--- src/rtl/bp_fe_gshare_pkg.sv ---
// Shared types and helpers for the gshare branch predictor.
package bp_fe_gshare_pkg;

  localparam int unsigned hash_w_lp    = 32;
  localparam int unsigned ctr_max_w_lp = 4;

  typedef enum logic {e_init, e_ready} state_e;

  // Table index: PC bits XOR zero-extended global history.
  function automatic logic [hash_w_lp-1:0] gshare_hash(
    input logic [hash_w_lp-1:0] pc_idx,
    input logic [hash_w_lp-1:0] ghist
  );
    return pc_idx ^ ghist;
  endfunction

  // Saturating +/-1 on a counter of 'width' bits, carried in ctr_max_w_lp bits.
  function automatic logic [ctr_max_w_lp-1:0] sat_step(
    input logic [ctr_max_w_lp-1:0] ctr,
    input logic                    taken,
    input int unsigned             width
  );
    logic [ctr_max_w_lp-1:0] max_v;
    max_v = ctr_max_w_lp'((32'd1 << width) - 32'd1);
    if (taken) return (ctr >= max_v) ? ctr : ctr + ctr_max_w_lp'(1);
    else       return (ctr == '0)    ? ctr : ctr - ctr_max_w_lp'(1);
  endfunction

endpackage

--- src/rtl/bp_fe_bp_gshare_spec_if.sv ---
// Predict/resolve bus between the front end (master) and the predictor (slave).
interface bp_fe_bp_gshare_spec_if #(
  parameter int unsigned bht_idx_width_p = 9,
  parameter int unsigned ghist_width_p   = 8
);
  logic                       ready_o;
  logic                       r_v_i;
  logic [bht_idx_width_p-1:0] pc_idx_r_i;
  logic                       predict_o;
  logic [ghist_width_p-1:0]   ghist_o;
  logic                       w_v_i;
  logic [bht_idx_width_p-1:0] pc_idx_w_i;
  logic [ghist_width_p-1:0]   ghist_w_i;
  logic                       taken_i;
  logic                       mispredict_i;

  modport master (
    input  ready_o, predict_o, ghist_o,
    output r_v_i, pc_idx_r_i, w_v_i, pc_idx_w_i, ghist_w_i, taken_i, mispredict_i
  );

  modport slave (
    output ready_o, predict_o, ghist_o,
    input  r_v_i, pc_idx_r_i, w_v_i, pc_idx_w_i, ghist_w_i, taken_i, mispredict_i
  );
endinterface

--- src/rtl/bp_fe_sat_ctr_update.sv ---
// Next value of a saturating direction counter given the resolved outcome.
module bp_fe_sat_ctr_update
  import bp_fe_gshare_pkg::*;
#(
  parameter int unsigned ctr_width_p = 2
) (
  input  logic [ctr_width_p-1:0] ctr_i,
  input  logic                   taken_i,
  output logic [ctr_width_p-1:0] ctr_o
);

  // Saturation lives in the package helper; widen in, narrow out.
  assign ctr_o = ctr_width_p'(sat_step(ctr_max_w_lp'(ctr_i), taken_i, ctr_width_p));

endmodule

--- src/rtl/bp_fe_bp_gshare_spec.sv ---
// Gshare direction predictor with speculative history, checkpoint repair and init sweep.
module bp_fe_bp_gshare_spec
  import bp_fe_gshare_pkg::*;
#(
  parameter int unsigned bht_idx_width_p = 9,
  parameter int unsigned ghist_width_p   = 8,
  parameter int unsigned ctr_width_p     = 2
) (
  input  logic                   clk_i,
  input  logic                   reset_i,
  bp_fe_bp_gshare_spec_if.slave  bp_if
);

  localparam int unsigned els_lp = 1 << bht_idx_width_p;
  localparam logic [ctr_width_p-1:0] init_val_lp =
    ctr_width_p'((32'd1 << (ctr_width_p - 1)) - 32'd1);
  localparam logic [bht_idx_width_p-1:0] last_idx_lp = bht_idx_width_p'(els_lp - 1);

  state_e                     state_q, state_d;
  logic [bht_idx_width_p-1:0] init_cnt_q, init_cnt_d;
  logic [ghist_width_p-1:0]   ghist_q, ghist_d;
  logic [ctr_width_p-1:0]     tbl_q [els_lp];

  logic                       ready;
  logic                       predict;
  logic                       tbl_we;
  logic [bht_idx_width_p-1:0] tbl_waddr;
  logic [ctr_width_p-1:0]     tbl_wdata;
  logic [bht_idx_width_p-1:0] ridx, widx;
  logic [ctr_width_p-1:0]     upd_ctr;

  assign ridx = bht_idx_width_p'(gshare_hash(hash_w_lp'(bp_if.pc_idx_r_i), hash_w_lp'(ghist_q)));
  assign widx = bht_idx_width_p'(gshare_hash(hash_w_lp'(bp_if.pc_idx_w_i), hash_w_lp'(bp_if.ghist_w_i)));

  bp_fe_sat_ctr_update #(.ctr_width_p(ctr_width_p)) u_sat (
    .ctr_i   (tbl_q[widx]),
    .taken_i (bp_if.taken_i),
    .ctr_o   (upd_ctr)
  );

  // State register.
  always_ff @(posedge clk_i) begin
    if (reset_i) state_q <= e_init;
    else         state_q <= state_d;
  end

  // Next state: leave INIT after the last entry is written.
  always_comb begin
    state_d = state_q;
    if (state_q == e_init && init_cnt_q == last_idx_lp) state_d = e_ready;
  end

  // Outputs and shared table write port (sweep vs. resolve).
  always_comb begin
    ready     = 1'b0;
    predict   = 1'b0;
    tbl_we    = 1'b0;
    tbl_waddr = init_cnt_q;
    tbl_wdata = init_val_lp;
    if (!reset_i) begin
      if (state_q == e_init) begin
        tbl_we = 1'b1;
      end else begin
        ready     = 1'b1;
        predict   = bp_if.r_v_i & (tbl_q[ridx] > init_val_lp);
        tbl_we    = bp_if.w_v_i;
        tbl_waddr = widx;
        tbl_wdata = upd_ctr;
      end
    end
  end

  // History: repair wins over a same-cycle speculative shift.
  always_comb begin
    ghist_d    = ghist_q;
    init_cnt_d = init_cnt_q;
    if (state_q == e_init) begin
      init_cnt_d = init_cnt_q + bht_idx_width_p'(1);
      ghist_d    = '0;
    end else if (bp_if.w_v_i && bp_if.mispredict_i) begin
      ghist_d = ghist_width_p'({bp_if.ghist_w_i, bp_if.taken_i});
    end else if (bp_if.r_v_i) begin
      ghist_d = ghist_width_p'({ghist_q, predict});
    end
  end

  // Init counter and history registers.
  always_ff @(posedge clk_i) begin
    if (reset_i) begin
      init_cnt_q <= '0;
      ghist_q    <= '0;
    end else begin
      init_cnt_q <= init_cnt_d;
      ghist_q    <= ghist_d;
    end
  end

  // Counter table; no reset, filled by the init sweep.
  always_ff @(posedge clk_i) begin
    if (tbl_we) tbl_q[tbl_waddr] <= tbl_wdata;
  end

  assign bp_if.ready_o   = ready;
  assign bp_if.predict_o = predict;
  assign bp_if.ghist_o   = ghist_q;

endmodule

--- src/flat_wrapper.sv ---
// flat-port wrapper written by rule: the top's interface ports become plain ports
module bp_fe_bp_gshare_spec_flat import bp_fe_gshare_pkg::*;
#(
  parameter int unsigned bht_idx_width_p = 9,
  parameter int unsigned ghist_width_p   = 8,
  parameter int unsigned ctr_width_p     = 2
)
  (clk_i, reset_i, bp_if_ready_o, bp_if_predict_o, bp_if_ghist_o, bp_if_r_v_i, bp_if_pc_idx_r_i, bp_if_w_v_i, bp_if_pc_idx_w_i, bp_if_ghist_w_i, bp_if_taken_i, bp_if_mispredict_i);
  bp_fe_bp_gshare_spec_if #(.bht_idx_width_p(bht_idx_width_p), .ghist_width_p(ghist_width_p)) bp_if_i ();
  input  logic clk_i;
  input  logic reset_i;
  output wire logic [$bits(bp_if_i.ready_o)-1:0] bp_if_ready_o;
  output wire logic [$bits(bp_if_i.predict_o)-1:0] bp_if_predict_o;
  output wire logic [$bits(bp_if_i.ghist_o)-1:0] bp_if_ghist_o;
  input wire logic [$bits(bp_if_i.r_v_i)-1:0] bp_if_r_v_i;
  input wire logic [$bits(bp_if_i.pc_idx_r_i)-1:0] bp_if_pc_idx_r_i;
  input wire logic [$bits(bp_if_i.w_v_i)-1:0] bp_if_w_v_i;
  input wire logic [$bits(bp_if_i.pc_idx_w_i)-1:0] bp_if_pc_idx_w_i;
  input wire logic [$bits(bp_if_i.ghist_w_i)-1:0] bp_if_ghist_w_i;
  input wire logic [$bits(bp_if_i.taken_i)-1:0] bp_if_taken_i;
  input wire logic [$bits(bp_if_i.mispredict_i)-1:0] bp_if_mispredict_i;
  assign bp_if_ready_o = bp_if_i.ready_o;
  assign bp_if_predict_o = bp_if_i.predict_o;
  assign bp_if_ghist_o = bp_if_i.ghist_o;
  assign bp_if_i.r_v_i = bp_if_r_v_i;
  assign bp_if_i.pc_idx_r_i = bp_if_pc_idx_r_i;
  assign bp_if_i.w_v_i = bp_if_w_v_i;
  assign bp_if_i.pc_idx_w_i = bp_if_pc_idx_w_i;
  assign bp_if_i.ghist_w_i = bp_if_ghist_w_i;
  assign bp_if_i.taken_i = bp_if_taken_i;
  assign bp_if_i.mispredict_i = bp_if_mispredict_i;
  bp_fe_bp_gshare_spec #(.bht_idx_width_p(bht_idx_width_p), .ghist_width_p(ghist_width_p), .ctr_width_p(ctr_width_p)) u_core (.clk_i(clk_i), .reset_i(reset_i), .bp_if(bp_if_i));
endmodule
--- config.mk ---
export PLATFORM = sky130hd
export DESIGN_NAME = bp_fe_bp_gshare_spec_flat
export DESIGN_NICKNAME = d
export VERILOG_FILES = /design/src/rtl/bp_fe_gshare_pkg.sv /design/src/rtl/bp_fe_bp_gshare_spec_if.sv /design/src/rtl/bp_fe_sat_ctr_update.sv /design/src/rtl/bp_fe_bp_gshare_spec.sv /design/src/flat_wrapper.sv
export SDC_FILE = /design/constraint.sdc
export NUM_CORES = 2
export LEC_CHECK = 0
export CAP_MARGIN = 40
export CORE_MARGIN = 1.5
export CORE_UTILIZATION = 50
export DETAILED_ROUTE_END_ITERATION = 6
export PLACE_DENSITY = 0.66
export SLEW_MARGIN = 20
export SYNTH_ARGS = -nofsm -noshare
export SYNTH_HDL_FRONTEND = slang
export SYNTH_SLANG_ARGS = --single-unit
--- constraint.sdc ---
create_clock -name clk_i -period 24.9 [get_ports clk_i]
set_input_delay 4.98 -clock clk_i [delete_from_list [all_inputs] [get_ports clk_i]]
set_output_delay 4.98 -clock clk_i [all_outputs]
set_load 0.02 [all_outputs]
# After elaboration in Yosys (flattened, before gate mapping)

Memories as Yosys holds them, arrays and structs flattened.
Cells that the tools add are included.

Flip-flop bits (word level): 18
RAM bits: 1024
Input bits: 32
Output and inout bits: 10
Logic and storage cells: 36
Memories: 1

$add $sub $neg: 3
$lt $le $gt $ge: 2
Eq/ne operators: 1
Muxes and demuxes: 17
Bitwise operators: 4
Reductions and logical operators: 5

Memories:

| memory       | words | width | read ports | clocked after memory_dff | write ports | line                       | RTL |
|---|---|---|---|---|---|---|---|
| u_core.tbl_q | 512   | 2     | 2          | 0                        | 1           | bp_fe_bp_gshare_spec.sv:22 | `logic [ctr_width_p-1:0] tbl_q [els_lp];` |

Operator list:

| kind                | count |
|---|---|
| $mux 9              | 2 |
| $xor 9x8->9         | 2 |
| $mux 8              | 2 |
| $mux 2              | 5 |
| $add 9x1->9 const B | 1 |
| $eq 9x9->1 const B  | 1 |
| $mux 1              | 8 |
| $add 2x1->2 const B | 1 |
| $ge 2x2->1 const B  | 1 |
| $gt 2x1->1 const B  | 1 |
| $logic_and 1x1->1   | 2 |
| $logic_not 2->1     | 1 |
| $reduce_bool 2->1   | 1 |
| $reduce_or 2->1     | 1 |
| $sub 2x1->2 const B | 1 |
| $and 1x1->1         | 1 |
| $not 1->1           | 1 |

# Depth between registers and ports, before layout

An unclocked memory read counts as a cell.

Word-level depth: 8
Mapped depth: 15

# By module

A second synthesis with hierarchy kept.

Cells, all modules: 2753
Area total of the unflattened synthesis: 46917.5 um^2

Modules (own cells, without submodules):

| module               | times used | cells an instance | area an instance (um^2) | seq. area each (um^2) |
|---|---|---|---|---|
| bp_fe_bp_gshare_spec | 1          | 2750              | 46891.2                 | 31109.8 |
| bp_fe_sat_ctr_update | 1          | 3                 | 26.3                    | 0.0 |

# Least setup slack after synthesis

Ideal clock, no wire load.

Path type: input port to flip-flop
Start point: in bp_if_pc_idx_w_i[0]
End point: mem u_core.tbl_q[0][1], data pin
Arrival: 19060 ps
Required time: 22321 ps
Slack: 3262 ps
Stages: 13
Path buffers: 3
Cell sequence: xor2_2 buf_6 buf_8 nor2_1 buf_6 a32oi_1 a31oi_1 a31oi_1 nand3_1 mux4_2 o311a_1 maj3_2 nor2_1

Cells in the longest elaborated chain, start to end: 7
Elaborated cells on any way between the ends: 11
Classes of those cells: add/sub: 2; order compare: 1; mux: 5; bitwise: 1; reduce/logical: 1; memory: 1

RTL lines:

| element                                   | line                                           | RTL |
|---|---|---|
| start: declaration                        | flat_wrapper.sv:18                             | `input wire logic [$bits(bp_if_i.pc_idx_w_i)-1:0] bp_if_pc_idx_w_i;` |
| $xor 9x8->9 *                             | bp_fe_gshare_pkg.sv:14                         | `return pc_idx ^ ghist;` |
| $mem_v2 512x2 *                           | -                                              |  |
| $sub 2x1->2, or another cell as far along | bp_fe_gshare_pkg.sv:26                         | `else return (ctr == '0) ? ctr : ctr - ctr_max_w_lp'(1);` |
| $mux 2, on equally long branches          | bp_fe_gshare_pkg.sv:26, bp_fe_gshare_pkg.sv:25 |  |
| $mux 2 *                                  | bp_fe_gshare_pkg.sv:25                         | `if (taken) return (ctr >= max_v) ? ctr : ctr + ctr_max_w_lp'(1);` |
| $mux 2 *                                  | bp_fe_bp_gshare_spec.sv:61                     | `if (state_q == e_init) begin` |
| $mux 2 *                                  | bp_fe_bp_gshare_spec.sv:60                     | `if (!reset_i) begin` |
| named net u_core.tbl_wdata[1]             | bp_fe_bp_gshare_spec.sv:28                     | `logic [ctr_width_p-1:0] tbl_wdata;` |
| end: declaration                          | bp_fe_bp_gshare_spec.sv:22                     |  |

The timed path passes the listed nets; every way through them passes the cells marked *.

# Worst setup path after layout

Start point: in bp_if_pc_idx_r_i[1]
End point: out bp_if_predict_o

Cells in the longest elaborated chain, start to end: 6

RTL lines:

| element            | line                       | RTL |
|---|---|---|
| start: declaration | flat_wrapper.sv:16         | `input wire logic [$bits(bp_if_i.pc_idx_r_i)-1:0] bp_if_pc_idx_r_i;` |
| $xor 9x8->9        | bp_fe_gshare_pkg.sv:14     |  |
| $mem_v2 512x2      | -                          |  |
| $gt 2x1->1         | bp_fe_bp_gshare_spec.sv:65 | `predict = bp_if.r_v_i & (tbl_q[ridx] > init_val_lp);` |
| $and 1x1->1        | bp_fe_bp_gshare_spec.sv:65 |  |
| $mux 1             | bp_fe_bp_gshare_spec.sv:61 |  |
| $mux 1             | bp_fe_bp_gshare_spec.sv:60 |  |
| end: declaration   | flat_wrapper.sv:13         | `output wire logic [$bits(bp_if_i.predict_o)-1:0] bp_if_predict_o;` |

No other way between the ends.

==> metrics <==
detailed placer's ending HPWL=around 80 mm; clk sink count=1042; switching pwr=just under 0.9 mW; status=finished, violations left; final hold violations=0; register area=~31000 um2; most frequent cells in the layout=1024 x edfxtp_1, 591 x nor2_1, 362 x mux4_2; drt total wl=136.5 mm; GRT busiest layer=met2; hold slack=0.6007 ns; total power=just under 4 mW; die area=just under 100000 um2; grt met1 use=slightly above 40%; antenna-violating nets left=0; Pwr Density=a little over 70 nW/um2; Final TNS setup=0 ns; Layout area overhead=12.43%; initial antenna violation count=4; global route overflow=0; max-cap check violation count=0; crit path cell chain=clkdlybuf4s50_1 -> xor2_4 -> buf_4 -> buf_4 -> mux4_2 -> mux4_2 -> a221oi_1 -> o21ai_0 -> o21ai_0 -> or3_1 -> o31ai_1 -> clkdlybuf4s50_1; Max-slew headroom=about 31%; number of I/O pins=42; Syn. warnings=0; DR WL/cell=roughly 31 um; total track usage=roughly 29%; fin nets=approximately 3100; Synth Instances=between 3000 and 4000; setup bufs post-CTS=0; CP bufs+invs=4; prevailing post-synth register cell=edfxtp_1; Pre-antenna DRT Iters=7; CTS max path bufs=3; asr flop ratio synth=0%; Int Pwr=between 2 and 3 mW; worst setup path class=primary input to output port; RSZ-0062 raised after global routing=false; Critical Path RT=roughly 20 ns; switch share=between 20% and 30%; Final Cycle Share=61.99%; vias per cell=approximately 6.7; Slew Limit Fails=0; min Tclk post-route=roughly 15 ns; GR Layer Usage met2=43.41%; CP Launch Type=primary input; f_max=0.06479 GHz; Antenna Cells=0; synthesized net count=3046; Worst path slowest cell=buf_4; sequential share of power=49.3%; largest net degree at the start of global routing=about 220; Netlist cell types=67; combinational share of power=under 10%; Leak=about 18 nW; Placer Congestion=0.8860; DR vias=between 20000 and 30000; H-tree levels=3; crit path capture type=output port; latest clock arrival within the worst-skew pair=around 0.70 ns; mapped cell area=~47000 um2; top post-synthesis cells by area=edfxtp_1 65%, mux4_2 17%, nor2_1 4.7%; FILL cells=around 7100; worst hold path class=register to register; DRC=1; Layout Skew=about 0.038 ns; failing checks=DRC; Synth top area share=approximately 65%; filler-free cell count of the finished design=4365; Initial Util=50.51%; family with the most delay on the worst path=buffers and inverters; core area=~93000 um2; Seq/Total Area, Yosys=65.99%; dpl cells=between 4000 and 5000; number of synthesized flops with an enable pin=1024; Clock power frac=between 40% and 50%; die height=310.1 um; Worst-path clk slew=0.06 ns; Site Rows=about 110; initial DRC count=around 5100; share of post-route cells with drive strength above 1=about a fifth; CTS Root Cell=clkbuf_16; Multi-input gate area=approximately 15000 um2; VDD IR max=65.19 uV; vias in the first global route=between 20000 and 30000; GRT met3 Usage=6.763%; cts hold-fix bufs=0; commonest non-fill, non-tap cell in the layout=edfxtp_1; setup violators final=0; CTS tree=yes; syn avg cell area=15.65 um2; Slew @ Worst Pin=roughly 1.0 ns; Crit Path Max Fanout=47; CTS resizes=0; Data arrival, critical path=10.45 ns; cts bufs inserted=between 100 and 150; PortBufs=just over 40; Synth area leader=edfxtp_1; DIE WIDTH=about 310 um; wire length of the first global-routing pass=between 150 and 200 mm; #FFs+latches synth=approximately 1000; crit-path max cell delay=between 0.7 and 0.8 ns
power groups by stage:
stage          registers (mW)  logic, mW  clock network, mW
6_report                 1.90      0.334               1.62
5_1_grt                  1.90      0.345               1.69
4_1_cts                  1.90      0.328               1.63
3_5_place_dp             1.93      0.326                  0
3_3_place_gp             1.93      0.318                  0
2_1_floorplan            1.93      0.206                  0
final timing paths:
kind / from / to / slack, ns / cells past startpoint
worst max-delay path: bp_if_pc_idx_r_i[1] / bp_if_predict_o / 9.47 / 12
worst min-delay path: u_core.bp_if.ghist_o[7]$_SDFFE_PN0P_ / u_core.bp_if.ghist_o[7]$_SDFFE_PN0P_ / 0.60 / 2
worst max register to register: u_core.bp_if.ghist_o[1]$_SDFFE_PN0P_ / u_core.bp_if.ghist_o[0]$_SDFFE_PN0P_ / 19.67 / 12
worst min register to register: u_core.bp_if.ghist_o[7]$_SDFFE_PN0P_ / u_core.bp_if.ghist_o[7]$_SDFFE_PN0P_ / 0.60 / 2
tightest hold or removal path: stages, from the launching register on:
cell and delay (ns):
dfxtp_1 0.33, mux2i_1 0.13, a211oi_1 0.08
kinds of logic (layout without fill, tap and decap cells):
kind of cell | count (synthesis) | in the layout | synth area share, %
compound gates | 173 | 173 | 2.652
xor+xnor | 33 | 33 | 0.6609
fa+ha+maj | 4 | 4 | 0.09820
buf+inv | 228 | 327 | 2.447
flops | 1042 | 1042 | 65.99
mux | 431 | 431 | 18.80
simple gates | 1101 | 1101 | 9.348
cells in the mapped netlist (all sizes together) (3+ instances only):
| cell | number |
|---|---|
| edfxtp | 1024 |
| inv | 4 |
| nor3b | 3 |
| nor2b | 3 |
| xor2 | 21 |
| a32oi | 24 |
| a22oi | 21 |
| a211oi | 12 |
| a21oi | 15 |
| and3 | 7 |
| buf | 95 |
| nor4 | 3 |
| dfxtp | 18 |
| o31ai | 7 |
| a221oi | 9 |
| nand3 | 112 |
| o22ai | 4 |
| a31oi | 29 |
| nand3b | 3 |
| nand4 | 16 |
| mux2i | 66 |
| mux4 | 363 |
| nor3 | 10 |
| a311oi | 5 |
| o21ai | 23 |
| nor2 | 596 |
| clkbuf | 128 |
| nand2 | 341 |
| a22o | 3 |
| xnor2 | 12 |
through the flow:
step / utilization, % / cell area, um2 / worst slack, ns
after detailed placement: 52.91 / 49380 / 9.626
after global routing: 56.79 / 53000 / 9.462
after global placement: 52.35 / 48860 / 9.102
after CTS: 56.69 / 52910 / 9.611
after floorplan: - / 47140 / 3.262
final: 56.79 / 53000 / 9.465
layout make-up:
type                    count  share of cell area, %
well taps                1254                  2.960
repair buffers            129                  2.859
clock buffers             133                  5.432
clock inverters            60                  1.223
flip-flops and latches   1042                  58.70
inverters                   5                0.03541
multi-input cells        1742                  28.79
registers in the layout, summed over array words and instances, names as in the netlist:
name / cells
u_core.tbl_q: 1024
u_core.init_cnt_q: 9
u_core.bp_if.ghist_o: 8
u_core.state_q: 1
per-layer routing:
metal	vias to the layer above	part of all wire [%]	wire length (um)
met2	2015	46	62580
met1	15190	38	51540
met5	-	0.016	22
li1	11770	-	-
met3	301	13	17380
met4	4	3.7	5018
Power figures use the tool's default switching activity.
